$ cat src/rtl/cdb_arbiter_if.sv
// Result handover and common-data-bus broadcast signals between requesters and the arbiter.
// master = requester/snooper side, slave = arbiter side.
interface cdb_arbiter_if #(
  parameter int NREQ   = 4,
  parameter int TAG_W  = 5,
  parameter int DATA_W = 32
);
  localparam int PTR_W = $clog2(NREQ);

  logic [NREQ-1:0]        req_valid;
  logic [NREQ*TAG_W-1:0]  req_tag;
  logic [NREQ*DATA_W-1:0] req_data;
  logic [NREQ-1:0]        req_ready;
  logic                   cdb_valid;
  logic [TAG_W-1:0]       cdb_tag;
  logic [DATA_W-1:0]      cdb_data;
  logic [PTR_W-1:0]       cdb_src;

  modport master (
    output req_valid, req_tag, req_data,
    input  req_ready, cdb_valid, cdb_tag, cdb_data, cdb_src
  );

  modport slave (
    input  req_valid, req_tag, req_data,
    output req_ready, cdb_valid, cdb_tag, cdb_data, cdb_src
  );
endinterface

$ cat src/rtl/cdb_arbiter.sv
// Round-robin CDB arbiter, one buffered result per requester; broadcast >= 1 cycle after accept.
// Backpressure: req_ready[i] is low only while slot i is full and not being granted this cycle.
module cdb_arbiter #(
  parameter int NREQ   = 4,
  parameter int TAG_W  = 5,
  parameter int DATA_W = 32
) (
  input  logic              clk,
  input  logic              rst,
  input  logic              flush,
  cdb_arbiter_if.slave      bus
);
  localparam int PTR_W = $clog2(NREQ);

  logic [NREQ-1:0]   held;
  logic [TAG_W-1:0]  htag  [NREQ];
  logic [DATA_W-1:0] hdata [NREQ];
  logic [PTR_W-1:0]  ptr;

  logic              cdb_valid_q;
  logic [TAG_W-1:0]  cdb_tag_q;
  logic [DATA_W-1:0] cdb_data_q;
  logic [PTR_W-1:0]  cdb_src_q;

  logic [NREQ-1:0]   grant;
  logic [PTR_W-1:0]  gidx;
  logic [PTR_W-1:0]  scan_idx;
  logic              any_grant;
  logic [PTR_W-1:0]  ptr_nxt;
  logic [NREQ-1:0]   accept;

  // Rotating priority scan starting at ptr; first held slot wins.
  always_comb begin
    grant     = '0;
    gidx      = '0;
    scan_idx  = '0;
    any_grant = 1'b0;
    for (int k = 0; k < NREQ; k++) begin
      scan_idx = PTR_W'((int'(ptr) + k) % NREQ);
      if (!any_grant && held[scan_idx]) begin
        any_grant       = 1'b1;
        grant[scan_idx] = 1'b1;
        gidx            = scan_idx;
      end
    end
  end

  assign ptr_nxt       = (gidx == PTR_W'(NREQ - 1)) ? '0 : gidx + PTR_W'(1);
  assign bus.req_ready = ~held | grant;
  assign accept        = bus.req_valid & bus.req_ready;

  always_ff @(posedge clk or negedge rst) begin
    if (!rst) begin
      held        <= '0;
      ptr         <= '0;
      cdb_valid_q <= 1'b0;
      cdb_tag_q   <= '0;
      cdb_data_q  <= '0;
      cdb_src_q   <= '0;
      for (int i = 0; i < NREQ; i++) begin
        htag[i]  <= '0;
        hdata[i] <= '0;
      end
    end else if (flush) begin
      held        <= '0;
      cdb_valid_q <= 1'b0;
    end else begin
      for (int i = 0; i < NREQ; i++) begin
        if (grant[i])
          held[i] <= 1'b0;
        // Tag 0 means "no tag": the handshake completes but nothing is stored.
        if (accept[i] && (bus.req_tag[i*TAG_W +: TAG_W] != '0)) begin
          held[i]  <= 1'b1;
          htag[i]  <= bus.req_tag[i*TAG_W +: TAG_W];
          hdata[i] <= bus.req_data[i*DATA_W +: DATA_W];
        end
      end
      if (any_grant) begin
        cdb_valid_q <= 1'b1;
        cdb_tag_q   <= htag[gidx];
        cdb_data_q  <= hdata[gidx];
        cdb_src_q   <= gidx;
        ptr         <= ptr_nxt;
      end else begin
        cdb_valid_q <= 1'b0;
      end
    end
  end

  assign bus.cdb_valid = cdb_valid_q;
  assign bus.cdb_tag   = cdb_tag_q;
  assign bus.cdb_data  = cdb_data_q;
  assign bus.cdb_src   = cdb_src_q;
endmodule

$ cat src/flat_wrapper.sv
// flat-port wrapper written by rule: the top's interface ports become plain ports
module cdb_arbiter_flat 
#(
  parameter int NREQ   = 4,
  parameter int TAG_W  = 5,
  parameter int DATA_W = 32
)
  (clk, rst, flush, bus_req_valid, bus_req_tag, bus_req_data, bus_req_ready, bus_cdb_valid, bus_cdb_tag, bus_cdb_data, bus_cdb_src);
  cdb_arbiter_if #(.NREQ(NREQ), .TAG_W(TAG_W), .DATA_W(DATA_W)) bus_i ();
  input  logic clk;
  input  logic rst;
  input  logic flush;
  input wire logic [$bits(bus_i.req_valid)-1:0] bus_req_valid;
  input wire logic [$bits(bus_i.req_tag)-1:0] bus_req_tag;
  input wire logic [$bits(bus_i.req_data)-1:0] bus_req_data;
  output wire logic [$bits(bus_i.req_ready)-1:0] bus_req_ready;
  output wire logic [$bits(bus_i.cdb_valid)-1:0] bus_cdb_valid;
  output wire logic [$bits(bus_i.cdb_tag)-1:0] bus_cdb_tag;
  output wire logic [$bits(bus_i.cdb_data)-1:0] bus_cdb_data;
  output wire logic [$bits(bus_i.cdb_src)-1:0] bus_cdb_src;
  assign bus_i.req_valid = bus_req_valid;
  assign bus_i.req_tag = bus_req_tag;
  assign bus_i.req_data = bus_req_data;
  assign bus_req_ready = bus_i.req_ready;
  assign bus_cdb_valid = bus_i.cdb_valid;
  assign bus_cdb_tag = bus_i.cdb_tag;
  assign bus_cdb_data = bus_i.cdb_data;
  assign bus_cdb_src = bus_i.cdb_src;
  cdb_arbiter #(.NREQ(NREQ), .TAG_W(TAG_W), .DATA_W(DATA_W)) u_core (.clk(clk), .rst(rst), .flush(flush), .bus(bus_i));
endmodule
$ cat config.mk
export PLATFORM = sky130hd
export DESIGN_NAME = cdb_arbiter_flat
export DESIGN_NICKNAME = d
export VERILOG_FILES = /design/src/rtl/cdb_arbiter_if.sv /design/src/rtl/cdb_arbiter.sv /design/src/flat_wrapper.sv
export SDC_FILE = /design/constraint.sdc
export NUM_CORES = 1
export LEC_CHECK = 0
export BUFFER_PORTS_ARGS = -buffer_cell sky130_fd_sc_hd__buf_2
export CAP_MARGIN = 20
export CORE_AREA = 5 5 142 130
export CTS_CLUSTER_SIZE = 12
export DETAILED_ROUTE_END_ITERATION = 6
export DIE_AREA = 0 0 147 135
export PLACE_DENSITY = 0.83
export SYNTH_ARGS = -nofsm -noshare
export SYNTH_HDL_FRONTEND = slang
export SYNTH_SLANG_ARGS = --single-unit
$ cat constraint.sdc
create_clock -name clk -period 8.9 [get_ports clk]
set_input_delay 2.67 -clock clk [delete_from_list [all_inputs] [get_ports clk]]
set_output_delay 2.67 -clock clk [all_outputs]
set_load 0.01 [all_outputs]
# Word-level counts from Yosys, hierarchy flattened
# Index checks and enable logic that the tools add are counted.
# op_classes
addsub	4
magnitude_cmp	9
n_eq_ne	1
n_mux	46
bitwise	8
reduce_logical	27
# op_table
operator	count
$bmux 32 s2	1
$mux 32	2
$mux 1	22
$mux 4	5
$reduce_bool 5->1	4
$or 4x4->4	4
$lt 2x3->1 const B	4
$reduce_bool 3->1	4
$logic_and 1x1->1	11
$bmux 5 s2	1
$mux 2	5
$mux 5	2
$reduce_and 2->1	5
$bmux 1 s2	4
$demux 1 s2	4
$ge 2x1->1 const B	4
$add 2x1->2 const B	2
$add 2x2->2 const B	2
$and 4x4->4	1
$not 4->4	1
$ge 3x3->1 const B	1
$logic_not 1->1	3
$not 2->3	1
$eq 2x2->1 const B	1
$not 1->1	1
# totals
ff_bits	194
input_bits	155
output_inout_bits	44
word_cells	112

# Depth between registers and ports, before layout
# logic_depth
word_depth	17
depth_mapped	12
depth_no_buf	8

# Worst setup path before layout
# Ideal clock, no wire load.
# synth_path
path_type	register to output
from	register u_core.ptr[1]
to	output bus_req_ready[2]
arrival_time_ns	2.411
slack_ns	3.819
stages_incl_launch_ff	9
path_buffers	2
cell_sequence	dfrtp_1 -> clkbuf_1 -> inv_1 -> ha_1 -> clkbuf_1 -> mux2i_1 -> or4_4 -> or2_1 -> nand3_1
# synth_between
elab_chain_cells	13
# synth_lines
item	line_no	source
from (decl)	cdb_arbiter.sv:18	logic [PTR_W-1:0] ptr;
from (signal assigned)	cdb_arbiter.sv:83	ptr <= ptr_nxt;
parallel branches: the longest is 11 deep, another holds $lt 2x3->1	n/a	
$mux 4 *	cdb_arbiter.sv:40	if (!any_grant && held[scan_idx]) begin
$or 4x4->4 *	cdb_arbiter.sv:49	assign bus.req_ready = ~held | grant;
to (decl)	flat_wrapper.sv:16	output wire logic [$bits(bus_i.req_ready)-1:0] bus_req_ready;
# Every way passes the cells marked *. The select of a mux whose other input is x is not followed.

==> impl_results.md <==
* Status: finished, final reports clean
* DP Worst Slack at 3260 ps
* Final setup viols at 0
* Setup TNS Final at 0 ps
* # IOs at 199
* Xor/xnor cell area share of the yosys netlist at 0.0964%
* Yosys cell types at 38
* Overall power at 4.18 mW
* Final non-filler cell total at 1079
* CP max-delay cell: dfrtp_1
* Pwr dens at 387 nW/um2
* CTS H-tree lvls at 4
* Worst EP required at 6230 ps
* Min Hold Slack at 500 ps
* Row count at 45
* Tcrit/Tclk final at 68.7%
* Largest family of logic cells by synthesized area: multiplexers
* Most frequent cells in the layout: buf_2, dfrtp_1, mux2_2, mux2i_1, nor2_1
* Hold Path Depth at 2
* RSZ-0062 raised after global routing: false
* WS Path Type: reg -> out
* Largest net degree at the start of global routing at 114
* Drt pass-1 iters at 4
* Hold endpoint: u_core.bus.cdb_src[1]$_DFFE_PN0P_
* Die width at 147 um
* CTS tree: yes
* Core footprint at 16700 um2
* Worst-Margin Slew at 1130 ps
* Top delay family on crit path: flip-flops
* Worst Skew at 8.95 ps
* Root Buffer: clkbuf_16
* Fin crit period at 6120 ps
* Most common cell after layout, fill and taps aside: buf_2
* Antenna viol nets, final at 0
* Syn_area_per_cell at 13.4 um2
* R2r endpoint: u_core.hdata[66]$_DFFE_PN0P_
* Synth Instances at 676
* DP Cell Count at 1043
* CP max stage delay at 800 ps
* Die area at 19800 um2
* GRT Util Overall at 21.8%
* Hold-fix buffers at CTS at 0
* Largest cells by area after synthesis: dfrtp_1, mux2_2, mux2i_1, mux2_4, a221o_1
* Slew HR at 24.9%
* Post-synth top area cell: dfrtp_1
* Worst-path maximum fanout at 21
* CP Buf/Inv Count at 2
* Critical Path AT at 3450 ps
* Initial antenna violation count at 3
* Mux cell area share after synthesis at 29.4%
* Share of the synthesized area in the top cell type at 53.4%
* Final Hold Vio Count at 0
* Max Clk Rate at 163 MHz
* P_leak at 5.12 nW
* Final Max Tran Viols at 0
* Design area at 10800 um2
* Starting Density at 54.4%
* Grt ovf at 0
* Crit path capture type: primary output
* Routed wire length at 21500 um
* Vias at 6170
* Min-delay src: u_core.bus.cdb_src[1]$_DFFE_PN0P_
* Fin util at 64.6%
* Cells on worst reg2reg path at 7
* Seq cells post-synth at 194
* Synth Area in Simple Gates at 5.81%
* Final WS setup at 2780 ps
* Final nets at 1015
* Die Span Y at 135 um
* Crit start category: flip-flop
* Synthesized area at 9090 um2
* GPL Wtd Cong at 0.895
* Peak VDD IR at 213 uV
* IO Port Bufs at 198
* First-pass GRT wire length at 34300 um
* Post CTS Setup Buffer Count at 0
* DRC errors left at 0
* Clk slew on worst S/H paths at 70 ps
* CP cell instances: inv_1 -> ha_1 -> mux2_4 -> or4_4 -> o221ai_1 -> buf_2
* Yosys Warn Count at 0
* Routed vias/inst at 5.72
* HPWL Detailed at 14400 um
* Synth Area in Compound Gates at 6.73%
* Vias in the first global route at 6416
* Syn_nets at 837
* Layout cells sized above 1 at 46.6%
* Maxcap violations at 0
* Clock sinks at 194
* R2R Setup Slk at 4740 ps
* Clock Latency Late Sink at 420 ps
* Post-CTS Resized at 0
* Routed wire per std cell at 19.9 um
* Total CTS buffers at 17
* Area after DPL at 10100 um2
* Tightest Hold Check Type: reg -> reg
* Synth-to-layout area growth at 18.9%
* Register area share after synthesis at 53.4%
* Deepest clock path buffer count at 2
* Area share of fa/ha/maj cells after synthesis at 0.826%
* DRT iter0 DRCs at 275
cell type report:
class                           count  area [um2]
Fill cell                        1261        5910
Tap cell                          211         264
Inverter                            9        33.8
Antenna cell                        1        2.50
Multi-Input combinational cell    425        3930
Clock inverter                     11         141
Timing Repair Buffer              207        1110
Sequential cell                   194        4850
Clock buffer                       21         470
worst max path at each step:
| stage | endpoint | depth (start not counted) |
|---|---|---|
| after CTS | bus_req_ready[1] | 6 |
| after global routing | bus_req_ready[3] | 6 |
| after global placement | bus_req_ready[3] | 6 |
| after detailed placement | bus_req_ready[1] | 6 |
| final | bus_req_ready[1] | 6 |
| after floorplan | bus_req_ready[2] | 8 |
state kept, by name (all words and copies together), names as in the netlist, named ones only:
| signal | flops |
|---|---|
| u_core.bus.cdb_data | 32 |
| u_core.bus.cdb_src | 2 |
| u_core.bus.cdb_tag | 5 |
| u_core.bus.cdb_valid | 1 |
| u_core.hdata | 128 |
| u_core.held | 4 |
| u_core.htag | 20 |
| u_core.ptr | 1 |
cells by family after synthesis:
| kind of cell | count (synthesis) |
|---|---|
| AO/OA/AOI/OAI | 69 |
| XOR/XNOR | 1 |
| adder cells (fa/ha/maj) | 6 |
| buffers and inverters | 57 |
| flip-flops | 194 |
| multiplexers | 234 |
| AND/OR/NAND/NOR | 115 |
worst reg2reg max path, cell delays in order (launching register included):
cell and delay, ps:
dfrtp_1 800, inv_1 240, ha_1 590, mux2_4 340, or4_4 540, o221ai_1 310, nand2b_2 680, mux2_2 550
synthesized netlist by cell type:
library cell  count
buf_12            3
o21ai_0           7
nand3_1           2
a221oi_1          3
nor3_1           37
a22o_1            1
or2_1             1
or4_1             4
mux2_4           33
buf_2             9
o31ai_1           1
mux2i_1          80
dfrtp_1         194
a32oi_1           1
or4_4             1
a31o_2            3
o221ai_2          1
a31o_1            1
a221o_1          37
buf_1             2
mux4_2            1
mux2_2          120
o221ai_1          3
buf_6             8
o211ai_1          5
clkbuf_1         24
a21o_1            1
inv_1             9
o22ai_1           3
a21oi_1           1
nand2b_1          6
buf_4             2
a41o_1            1
xnor2_1           1
nor2_1           47
nor2b_1           3
ha_1              6
nand2_1          14
layer usage:
layer	global-route usage, %	vias up	wire length (um)
li1	-	2829	-
met1	27.9	3134	9110
met2	35.9	179	10500
met3	7.95	22	1670
met4	4.76	6	195
met5	0	-	28
power by group:
part	switching, mW	leakage (nW)	internal, mW
logic	0.886	2.52	0.912
clock network	0.351	0.295	0.445
registers	0.269	2.31	1.32
Power figures use the tool's default switching activity.
